[src/rtl/brisc_pkg.sv]
// rtl/brisc_pkg.sv - shared widths and result lane indices
package brisc_pkg;

    localparam int XLEN      = 32;
    localparam int RES_LANES = 4;
    localparam int RES_SEL_W = 2;

    localparam int LANE_WB  = 0;
    localparam int LANE_CSR = 1;
    localparam int LANE_BR  = 2;
    localparam int LANE_DBG = 3;

endpackage

[src/rtl/lane_fifo.sv]
// rtl/lane_fifo.sv - per-lane result FIFO (WIDTH x DEPTH)
//
// Ports:
//   clk, rst_n  clock, synchronous active-low reset (clears storage too)
//   push        write push_data at the tail; ignored when full
//   push_data   payload to write
//   full        count == DEPTH
//   pop         drop the head entry; ignored when empty
//   head_data   entry at the read pointer
//   empty       count == 0
module lane_fifo
    import brisc_pkg::*;
#(
    parameter int WIDTH = XLEN,
    parameter int DEPTH = 2
) (
    input  logic             clk,
    input  logic             rst_n,
    input  logic             push,
    input  logic [WIDTH-1:0] push_data,
    output logic             full,
    input  logic             pop,
    output logic [WIDTH-1:0] head_data,
    output logic             empty
);

    localparam int PTR_W = $clog2(DEPTH);
    localparam int CNT_W = PTR_W + 1;

    logic [WIDTH-1:0] mem [DEPTH];
    logic [PTR_W-1:0] wr_ptr;
    logic [PTR_W-1:0] rd_ptr;
    logic [CNT_W-1:0] count;

    logic do_push;
    logic do_pop;

    // full/empty come from registered count only, so a full lane that pops
    // this cycle still refuses the push; it is taken next cycle.
    assign full    = (count == CNT_W'(DEPTH));
    assign empty   = (count == '0);
    assign do_push = push & ~full;
    assign do_pop  = pop & ~empty;

    assign head_data = mem[rd_ptr];

    always_ff @(posedge clk) begin
        if (!rst_n) begin
            wr_ptr <= '0;
            rd_ptr <= '0;
            count  <= '0;
            for (int k = 0; k < DEPTH; k++) begin
                mem[k] <= '0;
            end
        end else begin
            if (do_push) begin
                mem[wr_ptr] <= push_data;
                wr_ptr      <= wr_ptr + PTR_W'(1);
            end
            if (do_pop) begin
                rd_ptr <= rd_ptr + PTR_W'(1);
            end
            case ({do_push, do_pop})
                2'b10:   count <= count + CNT_W'(1);
                2'b01:   count <= count - CNT_W'(1);
                default: count <= count;
            endcase
        end
    end

endmodule

[src/rtl/result_demux_1_4.sv]
// rtl/result_demux_1_4.sv - 1:4 result stream demux with per-lane FIFOs
//
// Ports:
//   clk, rst_n  clock, synchronous active-low reset
//   in_valid    upstream holds a result
//   in_ready    accepted this cycle; low while in reset or selected lane full
//   in_sel      destination lane 0..3
//   in_data     result payload
//   out_valid   per-lane head valid
//   out_ready   per-lane consumer take
//   out_data    lane i payload at out_data[i*WIDTH +: WIDTH]
//   busy        any lane holds data
module result_demux_1_4
    import brisc_pkg::*;
#(
    parameter int WIDTH = XLEN,
    parameter int DEPTH = 2
) (
    input  logic                       clk,
    input  logic                       rst_n,
    input  logic                       in_valid,
    output logic                       in_ready,
    input  logic [RES_SEL_W-1:0]       in_sel,
    input  logic [WIDTH-1:0]           in_data,
    output logic [RES_LANES-1:0]       out_valid,
    input  logic [RES_LANES-1:0]       out_ready,
    output logic [RES_LANES*WIDTH-1:0] out_data,
    output logic                       busy
);

    logic [RES_LANES-1:0] lane_full;
    logic [RES_LANES-1:0] lane_empty;
    logic [RES_LANES-1:0] lane_push;
    logic [RES_LANES-1:0] lane_pop;

    // Only registered lane state and in_sel feed in_ready; out_ready never does.
    assign in_ready = rst_n & ~lane_full[in_sel];
    assign busy     = |out_valid;

    for (genvar g = 0; g < RES_LANES; g++) begin : g_lane
        assign lane_push[g] = in_valid & in_ready & (in_sel == RES_SEL_W'(g));
        assign lane_pop[g]  = out_valid[g] & out_ready[g];
        assign out_valid[g] = ~lane_empty[g];

        lane_fifo #(
            .WIDTH (WIDTH),
            .DEPTH (DEPTH)
        ) u_fifo (
            .clk       (clk),
            .rst_n     (rst_n),
            .push      (lane_push[g]),
            .push_data (in_data),
            .full      (lane_full[g]),
            .pop       (lane_pop[g]),
            .head_data (out_data[g*WIDTH +: WIDTH]),
            .empty     (lane_empty[g])
        );
    end

endmodule

[config.mk]
export PLATFORM = sky130hd
export DESIGN_NAME = result_demux_1_4
export DESIGN_NICKNAME = d
export VERILOG_FILES = /design/src/rtl/brisc_pkg.sv /design/src/rtl/lane_fifo.sv /design/src/rtl/result_demux_1_4.sv
export SDC_FILE = /design/constraint.sdc
export NUM_CORES = 1
export LEC_CHECK = 0
export ABC_AREA = 1
export ABC_CLOCK_PERIOD_IN_PS = 2970
export BUFFER_PORTS_ARGS = -buffer_cell sky130_fd_sc_hd__buf_4
export CORE_ASPECT_RATIO = 0.7
export CORE_UTILIZATION = 30
export DETAILED_ROUTE_END_ITERATION = 10
export PLACE_DENSITY = 0.56
export SYNTH_ARGS = -nofsm -noshare
export SYNTH_HDL_FRONTEND = slang
export SYNTH_SLANG_ARGS = --single-unit
[constraint.sdc]
create_clock -name clk -period 2.97 [get_ports clk]
set_input_delay 0.297 -clock clk [delete_from_list [all_inputs] [get_ports clk]]
set_output_delay 0.297 -clock clk [all_outputs]
set_load 0.1 [all_outputs]
Word level (Yosys, flattened, before mapping)
Memory sizes are Yosys's and may differ from the RTL's. A register that Yosys moved wholly into a read port is not among the register bits.
Index checks and enable logic that the tools add are counted.
{"block": "word_totals", "ff_bits": 16, "ramBits": 256, "input_bits": 41, "output_inout_bits": 134, "memories": 4}
{"name": "g_lane[0].u_fifo.mem", "depth": 2, "width": 32, "rd": 1, "rd_ports_with_merged_regs": 1, "wr": 2, "line": "lane_fifo.sv:30", "rtl": "logic [WIDTH-1:0] mem [DEPTH];"}
{"name": "g_lane[1].u_fifo.mem", "depth": 2, "width": 32, "rd": 1, "rd_ports_with_merged_regs": 1, "wr": 2, "line": "lane_fifo.sv:30"}
{"name": "g_lane[2].u_fifo.mem", "depth": 2, "width": 32, "rd": 1, "rd_ports_with_merged_regs": 1, "wr": 2, "line": "lane_fifo.sv:30"}
{"name": "g_lane[3].u_fifo.mem", "depth": 2, "width": 32, "rd": 1, "rd_ports_with_merged_regs": 1, "wr": 2, "line": "lane_fifo.sv:30"}
{"block": "classes", "n_addsub": 16, "magnitude_cmp": 1, "n_eq_ne": 15, "n_mux": 39, "n_bitwise": 27, "n_reduce_logical": 14}
{"op": "$mux W32", "count": 4}
{"op": "$reduce_or A32 Y1", "count": 4}
{"op": "$mux W1", "count": 30}
{"op": "$eq A2 B2 Y1 const B", "count": 10}
{"op": "$and A1 B1 Y1", "count": 18}
{"op": "$pmux W2 S2", "count": 4}
{"op": "$eq A2 B1 Y1 const B", "count": 5}
{"op": "$logic_not A2 Y1", "count": 5}
{"op": "$not A1 Y1", "count": 9}
{"op": "$add A1 B1 Y1 const B", "count": 8}
{"op": "$add A2 B1 Y2 const B", "count": 4}
{"op": "$reduce_bool A2 Y1", "count": 4}
{"op": "$sub A2 B1 Y2 const B", "count": 4}
{"op": "$reduce_or A4 Y1", "count": 1}
{"op": "$lt A2 B3 Y1 const B", "count": 1}
{"op": "$bmux W1 S2", "count": 1}

Longest topological paths before layout
Gate-level depths: netlist of the first run.
{"block": "depth", "ltp_word": 13, "depth_mapped": 12}

By module
A second synthesis of the first run with hierarchy kept.
{"block": "hier_totals", "hier_cells": 1010, "hier_area_um2": 12313.1}
{"mod": "lane_fifo", "n_inst": 4, "cells_per_inst": 244, "area_per_inst_um2": 3040.4}
{"mod": "result_demux_1_4", "n_inst": 1, "cells_per_inst": 34, "area_per_inst_um2": 151.4}

Least setup slack after synthesis of the first run
No wires, ideal clock.
{"block": "synth_path", "kind": "in2reg", "from": "input in_sel[1]", "to": "memory g_lane[2].u_fifo.mem[1][0] (netlist name), enable pin", "setup_ns": 0.389, "arrival_time_ns": 2.086, "required_time_ns": 2.581, "path_slack_ns": 0.495, "stages": 9, "n_path_buf": 2, "cell_sequence": "nand2_1 > inv_1 > nand3_1 > nand2_1 > nor2_2 > buf_6 > nand4_4 > buf_4 > nand2_1"}
{"item": "from (decl)", "line": "result_demux_1_4.sv:23", "rtl": "input logic [RES_SEL_W-1:0] in_sel,"}
{"item": "to (decl)", "line": "lane_fifo.sv:30"}

==> reports/results.ini, run 1 <==
[run_status]
status=finished, final reports clean

[synth]
synth.top_cell.area_share_pct=66.41
synth_seq_cells=276
synth_warnings=0
synth_cells=858
ys_top_cells_by_area=edfxtp_1 (66%), mux2_2 (12%), nor2_1 (8.6%)
syn_area_sq_um=11570
synth.distinct_cells=22
ys_seq_area_share_pct=69.87
synth_area_per_cell_sq_um=13.49
yosysTopAreaCell=edfxtp_1
syn_nets=903

[pwr]
power_density_nw_per_um2=726.3
pwr-share-comb_pct=22.1
clkPwrFrac_pct=34.7
power.leakage_nw=5.916
power_switching_mw=3.408
switching_share_pct=32.56
p_int_mw=7.059
ir_drop_mv=0.4370
seq_power_share_pct=43.2

[routing]
routed_wl_mm=30.50
drt-initial-drc-count=565
dr.pass1.iters=4
drcViolationCount=0
via_per_inst=4.581
drtAntennaViolNets=0
wl_per_cell_um=19.68
vias=7100

[clocking]
postCtsSetupBuffers=0
clk_pin_slew_ns=0.06
cts_hold_buf=0
cts_tree=yes
numClockSinks=276
cts_root_buffer=clkbuf_16
numCtsBuffers=28
clk-insertion-delay-late_ns=0.56
clockBufferDepth=3
htreeDepth=1
cts_resized=0

[timing]
tns_ns=0
relSlewSlack_pct=41.70
min_period_over_period_pct=84.53
tightest_slew_ns=0.8745
final-setup-viol-count=0
hold_violations=0
fmax_ghz=0.3983
drv_slew=0
grt_setup_unrepaired=no
period_needed_ns=2.511
fin_skew_ns=0.01484
whs_ns=0.09014

[global_route]
grtUsageMet3_pct=2.776
grt_remaining_overflow=0
grt_start_max_net_pins=34
antenna_found_initial=0
grt_pass1_wl_mm=45.32
globalRouteMet1Util_pct=22.56
grt.busiest_layer=met2
gr-usage-all-layers_pct=15.41
use_met2_pct=24.05
grt_pass1_vias=7044

[layout]
final_common_cell=nor2_1
layout_common_cells=nor2_1 (265), edfxtp_1 (256), buf_4 (192)
syn2layout_area_growth_pct=24.52
drive_above_1_share_pct=36.72
n_antenna_cell=0
fillers=3625
nets=1087

[placed_design]
place.gp.congestion=0.7753
dp_hpwl_mm=20.39
port_buffers=174

[floorplan]
initial_utilization_pct=30.80
die_area_sq_um=39380
fp.dieH_um=166.3
die_w_um=236.8
rows=59
core_sq_um=37570
io_pins=175

[job]
cap_violations=0

[min_path]
hold_path_end=g_lane[0].u_fifo.rd_ptr$_SDFFE_PN0P_
hold_path.class=input port to flop
hold_path_depth=4
min_from=out_ready[0]

[worst_setup_path]
reg2reg_depth=8
arrival_ns=2.21
r2r_end=g_lane[3].u_fifo.mem[1][4]$_SDFFCE_PN0P_
r2r_setup_slack_ns=0.69
cp-start-kind=flop
end_kind=primary output
critical_path_class=flop to primary output
r2r_start=g_lane[1].u_fifo.count[0]$_SDFFE_PN0P_
required_ns=2.67
critPathMaxFanout=21

-- cells by family after synthesis --
| kind of cell | synth area share (%) |
|---|---|
| compound gates | 1.124 |
| xor+xnor | 0.1514 |
| fa+ha+maj | 0.4324 |
| buf+inv | 4.345 |
| flops | 69.87 |
| mux | 12.45 |
| simple gates | 11.62 |
-- metrics by stage --
step | setup WS [ns] | util, % | area [sq um] | std cells | power [mW]
3_3_place_gp | 0.5790 | 35.87 | 13480 | 1500 | 6.929
5_1_grt | 0.3695 | 38.36 | 14410 | 1550 | 10.78
3_5_place_dp | 0.5043 | 35.87 | 13480 | 1500 | 6.939
4_1_cts | 0.3988 | 38.36 | 14410 | 1550 | 10.57
6_report | 0.4594 | 38.36 | 14410 | 1550 | 10.47
2_1_floorplan | 0.4949 | - | 11570 | 858 | 6.366
-- cell type report --
| type | instances | area, sq um | area share, % |
|---|---|---|---|
| clock inverter | 14 | 181.4 | 1.259 |
| tap | 488 | 610.6 | 4.236 |
| timing repair buffer | 198 | 1562 | 10.83 |
| inverter | 56 | 210.2 | 1.458 |
| sequential | 276 | 8093 | 56.15 |
| clock buffer | 36 | 752.0 | 5.217 |
| multi-input combinational | 482 | 3004 | 20.84 |
-- how the worst max path moves through the flow --
stage	start	to	slack [ns]	depth (start not counted)
after floorplan	in_sel[1]	g_lane[2].u_fifo.mem[1][0]$_SDFFCE_PN0P_	0.49	9
after global placement	in_sel[0]	g_lane[3].u_fifo.mem[1][8]$_SDFFCE_PN0P_	0.58	10
after detailed placement	in_sel[0]	g_lane[3].u_fifo.mem[1][9]$_SDFFCE_PN0P_	0.50	10
after CTS	flop	out_data[3]	0.40	3
after global routing	flop	out_data[3]	0.37	3
final	flop	out_data[3]	0.46	3
-- synth_stat cells --
master	count
buf_4	3
nand4_4	5
nand3_1	7
buf_1	12
inv_1	56
edfxtp_1	256
dfxtp_1	20
mux2_2	128
nand4_1	4
nor2_1	265
a21oi_1	16
nor2_4	1
clkbuf_1	6
nand2_1	30
ha_1	4
and3_1	2
xor2_1	2
buf_6	14
o21ai_0	10
nor2_2	6
nor3_1	2
buf_2	9
-- power by group through the flow --
stage / clock network (mW) / registers, mW / logic [mW]
floorplan: 0 / 4.55 / 1.82
global placement: 0 / 4.60 / 2.33
detailed placement: 0 / 4.60 / 2.34
CTS: 3.71 / 4.52 / 2.34
global route: 3.85 / 4.54 / 2.39
finish: 3.63 / 4.52 / 2.32
-- sequential cells by signal, indices dropped and copies added, names as in the netlist, named ones only --
signal,flops
g_lane.u_fifo.mem,256
g_lane.u_fifo.wr_ptr,4
g_lane.u_fifo.rd_ptr,4
g_lane.u_fifo.count,8
-- metal layers --
metal  wire length, um  vias to the layer above  part of all wire [%]
met3              1755                       40                   5.8
li1                  -                     3329                     -
met5                 0                        -                     0
met4               443                        0                   1.5
met2             13680                      220                    45
met1             14620                     3511                    48
-- worst max-delay path: stages, from the launching register on --
cell and delay, ns:
dfxtp_2 0.55, buf_4 0.42, mux2_2 0.43, buf_4 0.25
Power figures use the tool's default switching activity.
==> run 2, diff against run 1 <==
Settings changed: ABC_AREA 1 to 0, ABC_CLOCK_PERIOD_IN_PS 2970 to 2350.
Clock period 2.97 ns to 2.35 ns, I/O delays scaled along.
==> run 2 against run 1 <==
  * Clock power increased by 25%
  * Cell count down 0.19%
  * Via count decreased by 2.4%
==> reports/results.ini, run 2 <==
[timing]
whs_ns=0.02792  ; was 0.09014 ns
final-setup-viol-count=0  ; unchanged
tns_ns=0  ; unchanged
tightest_slew_ns=0.4171  ; was 0.8745 ns
grt_setup_unrepaired=no  ; unchanged
fmax_ghz=0.4504
drv_slew=0  ; unchanged
relSlewSlack_pct=72.19  ; was 41.70%
period_needed_ns=2.220
final.setup.worst_slack_ns=0.1298  ; was 0.4594 ns
fin_skew_ns=0.01437  ; was 0.01484 ns
hold_violations=0  ; unchanged
min_period_over_period_pct=94.48

[min_path]
hold_path_depth=2  ; was 4
min_from=in_data[1]  ; was out_ready[0]
hold_path_end=g_lane[2].u_fifo.mem[0][1]$_SDFFCE_PN0P_  ; was g_lane[0].u_fifo.rd_ptr$_SDFFE_PN0P_
hold_path.class=input port to flop  ; unchanged

[routing]
vias=6933  ; was 7100
drt-initial-drc-count=460  ; was 565
wl_per_cell_um=20.06  ; was 19.68 um
via_per_inst=4.482  ; was 4.581
routed_wl_mm=31.03  ; was 30.50 mm
drtAntennaViolNets=0  ; unchanged
dr.pass1.iters=4  ; unchanged
drcViolationCount=0  ; unchanged

[synth]
yosysTopAreaCell=edfxtp_1  ; unchanged
synth.most_common_cell=and2_1  ; was nor2_1
syn_area_sq_um=12190  ; was 11570 sq um
synth_edf_count=256  ; unchanged
synth_seq_cells=276  ; unchanged
synthArstFlopShare_pct=0  ; unchanged
synth.top_cell.area_share_pct=63.09  ; was 66.41%
synthTopCellsByCount=and2_1 (260), edfxtp_1 (256), mux2_2 (108)  ; was nor2_1 (265), edfxtp_1 (256), mux2_2 (128)
synth_cells=795  ; was 858
synth_area_per_cell_sq_um=15.33  ; was 13.49 sq um
synth_warnings=0  ; unchanged
synth.distinct_cells=34  ; was 22
ys_top_cells_by_area=edfxtp_1 (63%), and2_1 (13%), mux2_2 (10%)  ; was edfxtp_1 (66%), mux2_2 (12%), nor2_1 (8.6%)
syn_nets=840  ; was 903
synth_flop_cell=edfxtp_1  ; unchanged
ys_seq_area_share_pct=66.37  ; was 69.87%

[clocking]
postCtsSetupBuffers=0  ; unchanged
cts_tree=yes  ; unchanged
clk-insertion-delay-late_ns=0.56  ; about the same
clockBufferDepth=3  ; unchanged
clk_pin_slew_ns=0.06  ; about the same
htreeDepth=1  ; unchanged
numCtsBuffers=29  ; was 28
cts_root_buffer=clkbuf_16  ; unchanged
numClockSinks=276  ; unchanged

[worst_setup_path]
cp-start-kind=flop  ; unchanged
crit_slowest_cell=or4_1  ; was dfxtp_2
r2r_end=g_lane[2].u_fifo.count[1]$_SDFFE_PN0P_  ; was g_lane[3].u_fifo.mem[1][4]$_SDFFCE_PN0P_
arrival_ns=1.99  ; was 2.21 ns
critical_path_class=flop to primary output  ; unchanged
r2r_start=g_lane[2].u_fifo.count[0]$_SDFFE_PN0P_  ; was g_lane[1].u_fifo.count[0]$_SDFFE_PN0P_
max_stage_delay_ns=0.50  ; was 0.55 ns
r2r_setup_slack_ns=0.35  ; was 0.69 ns
critPathMaxFanout=6  ; was 21
required_ns=2.12  ; was 2.67 ns
path_cells=or2_2 -> or4_1 -> buf_4  ; was buf_4 -> mux2_2 -> buf_4
reg2reg_depth=5  ; was 8
end_kind=primary output  ; unchanged

[floorplan]
rows=61  ; was 59
core_sq_um=39840  ; was 37570 sq um
io_pins=175  ; unchanged
fp.dieH_um=170.6  ; was 166.3 um
initial_utilization_pct=30.59  ; was 30.80%
die_area_sq_um=41440  ; was 39380 sq um
die_w_um=242.9  ; was 236.8 um

[layout]
regArea_sq_um=8098  ; was 8093 sq um
multi_input_area_sq_um=3882  ; was 3004 sq um
stdcell_count=1547  ; was 1550
layout_common_cells=and2_1 (260), edfxtp_1 (256), buf_4 (193)  ; was nor2_1 (265), edfxtp_1 (256), buf_4 (192)
drive_above_1_share_pct=37.49  ; was 36.72%
finalInstanceArea_sq_um=15270  ; was 14410 sq um
fillers=3786  ; was 3625
largest_reg_flops=256  ; unchanged
nets=1033  ; was 1087
regMostFlops=g_lane.u_fifo.mem  ; unchanged
top_regs=g_lane.u_fifo.mem (256), g_lane.u_fifo.count (8)  ; unchanged
syn2layout_area_growth_pct=25.31  ; was 24.52%
final_common_cell=and2_1  ; was nor2_1

[run_status]
status=finished, final reports clean  ; unchanged

[pwr]
ir_drop_mv=0.6449  ; was 0.4370 mV
power.leakage_nw=5.936  ; was 5.916 nW
power_density_nw_per_um2=853.9  ; was 726.3 nW/um^2

[placed_design]
dpl_cell_area_sq_um=14310  ; was 13480 sq um
place.gp.congestion=0.7137  ; was 0.7753
placed_cells=1490  ; was 1500
dp_hpwl_mm=20.02  ; was 20.39 mm
dp_slack_ns=0.3040  ; was 0.5043 ns
port_buffers=174  ; unchanged

[global_route]
grt_remaining_overflow=0  ; unchanged
gr-usage-all-layers_pct=14.97  ; was 15.41%
grt_start_max_net_pins=33  ; was 34
grt_pass1_vias=6920  ; was 7044
antenna_found_initial=3  ; was 0
grt_pass1_wl_mm=45.89  ; was 45.32 mm

[job]
cap_violations=0  ; unchanged

-- run 2: cell count changes after synthesis, sizes merged, moves of 5 or more --
cell    previous run  this run
nand2             30         6
a21oi             16         0
and2               0       260
nor2b              0        10
nand3              7         1
nor2             272         0
nand4              9         0
nand2b             0         6
mux2i              0         5
or3                0         7
xnor2              0        12
inv               56         0
-- run 2: final cells by class --
| cell class | count | share of cell area [%] |
|---|---|---|
| diodes | 1 | 0.01639 |
| clock buffers | 31 | 4.802 |
| clock inverters | 23 | 1.278 |
| multi-input cells | 475 | 25.43 |
| flip-flops and latches | 276 | 53.03 |
| well taps | 535 | 4.384 |
| repair buffers | 206 | 11.06 |
-- run 2: where the power goes --
group / switching [mW] / internal [mW]
Clock: 1.94 / 2.59
Combinational: 2.16 / 0.669
Sequential: 0.0941 / 5.59
Total: 4.20 / 8.84
-- run 2: logic make-up (layout without fill, tap and decap cells) --
family                     count (synthesis)  after routing  share of synthesized area, %
adders and majority gates                  4              4                        0.4107
and+or+nand+nor                          308            308                         16.94
buffers and inverters                     44            260                         2.218
other                                      0              1                             0
muxes                                    133            133                         12.24
xor gates and xnor gates                  12             12                        0.8625
DFF                                      276            276                         66.37
AOI/OAI and AO/OA                         18             18                        0.9549
-- run 2: timing repair --
item                                   in CTS  in global routing
setup endpoints to repair                   4                  0
hold buffers                                2                  0
resized for setup                           2                  0
endpoints found under the hold margin       5                  0
-- run 2: worst max-delay path by stage --
stage / from / endpoint / slack, ns / cells past startpoint
floorplan: g_lane[2].u_fifo.count[0]$_SDFFE_PN0P_ / g_lane[2].u_fifo.mem[0][0]$_SDFFCE_PN0P_ / 0.06 / 3
global placement: in_sel[0] / g_lane[2].u_fifo.count[1]$_SDFFE_PN0P_ / 0.33 / 6
detailed placement: in_sel[0] / g_lane[2].u_fifo.count[1]$_SDFFE_PN0P_ / 0.30 / 6
CTS: g_lane[2].u_fifo.count[0]$_SDFFE_PN0P_ / busy / 0.09 / 3
global route: g_lane[2].u_fifo.count[0]$_SDFFE_PN0P_ / busy / 0.06 / 3
finish: g_lane[2].u_fifo.count[0]$_SDFFE_PN0P_ / busy / 0.13 / 3
-- run 2: metal layers --
metal | routed length (um) | share of wire, % | GRT usage, % | up-vias
met5 | 0 | 0 | 0 | -
met2 | 13820 | 45 | 23.16 | 169
li1 | - | - | - | 3230
met4 | 521 | 1.7 | 2.926 | 0
met3 | 1645 | 5.3 | 3.122 | 35
met1 | 15040 | 48 | 21.64 | 3499
-- run 2: worst max-delay path: cells and delay by family, from the launching register on --
kind | cells | cell delay (ns)
DFF | 1 | 0.36
buffers and inverters | 1 | 0.25
and+or+nand+nor | 2 | 0.81
-- run 2: metrics by stage --
stage	utilization (%)	total power, mW
final	38.33	13.04
after global routing	38.32	13.45
after CTS	38.32	13.20
after detailed placement	35.93	8.645
after global placement	35.93	8.638
after floorplan	-	7.929
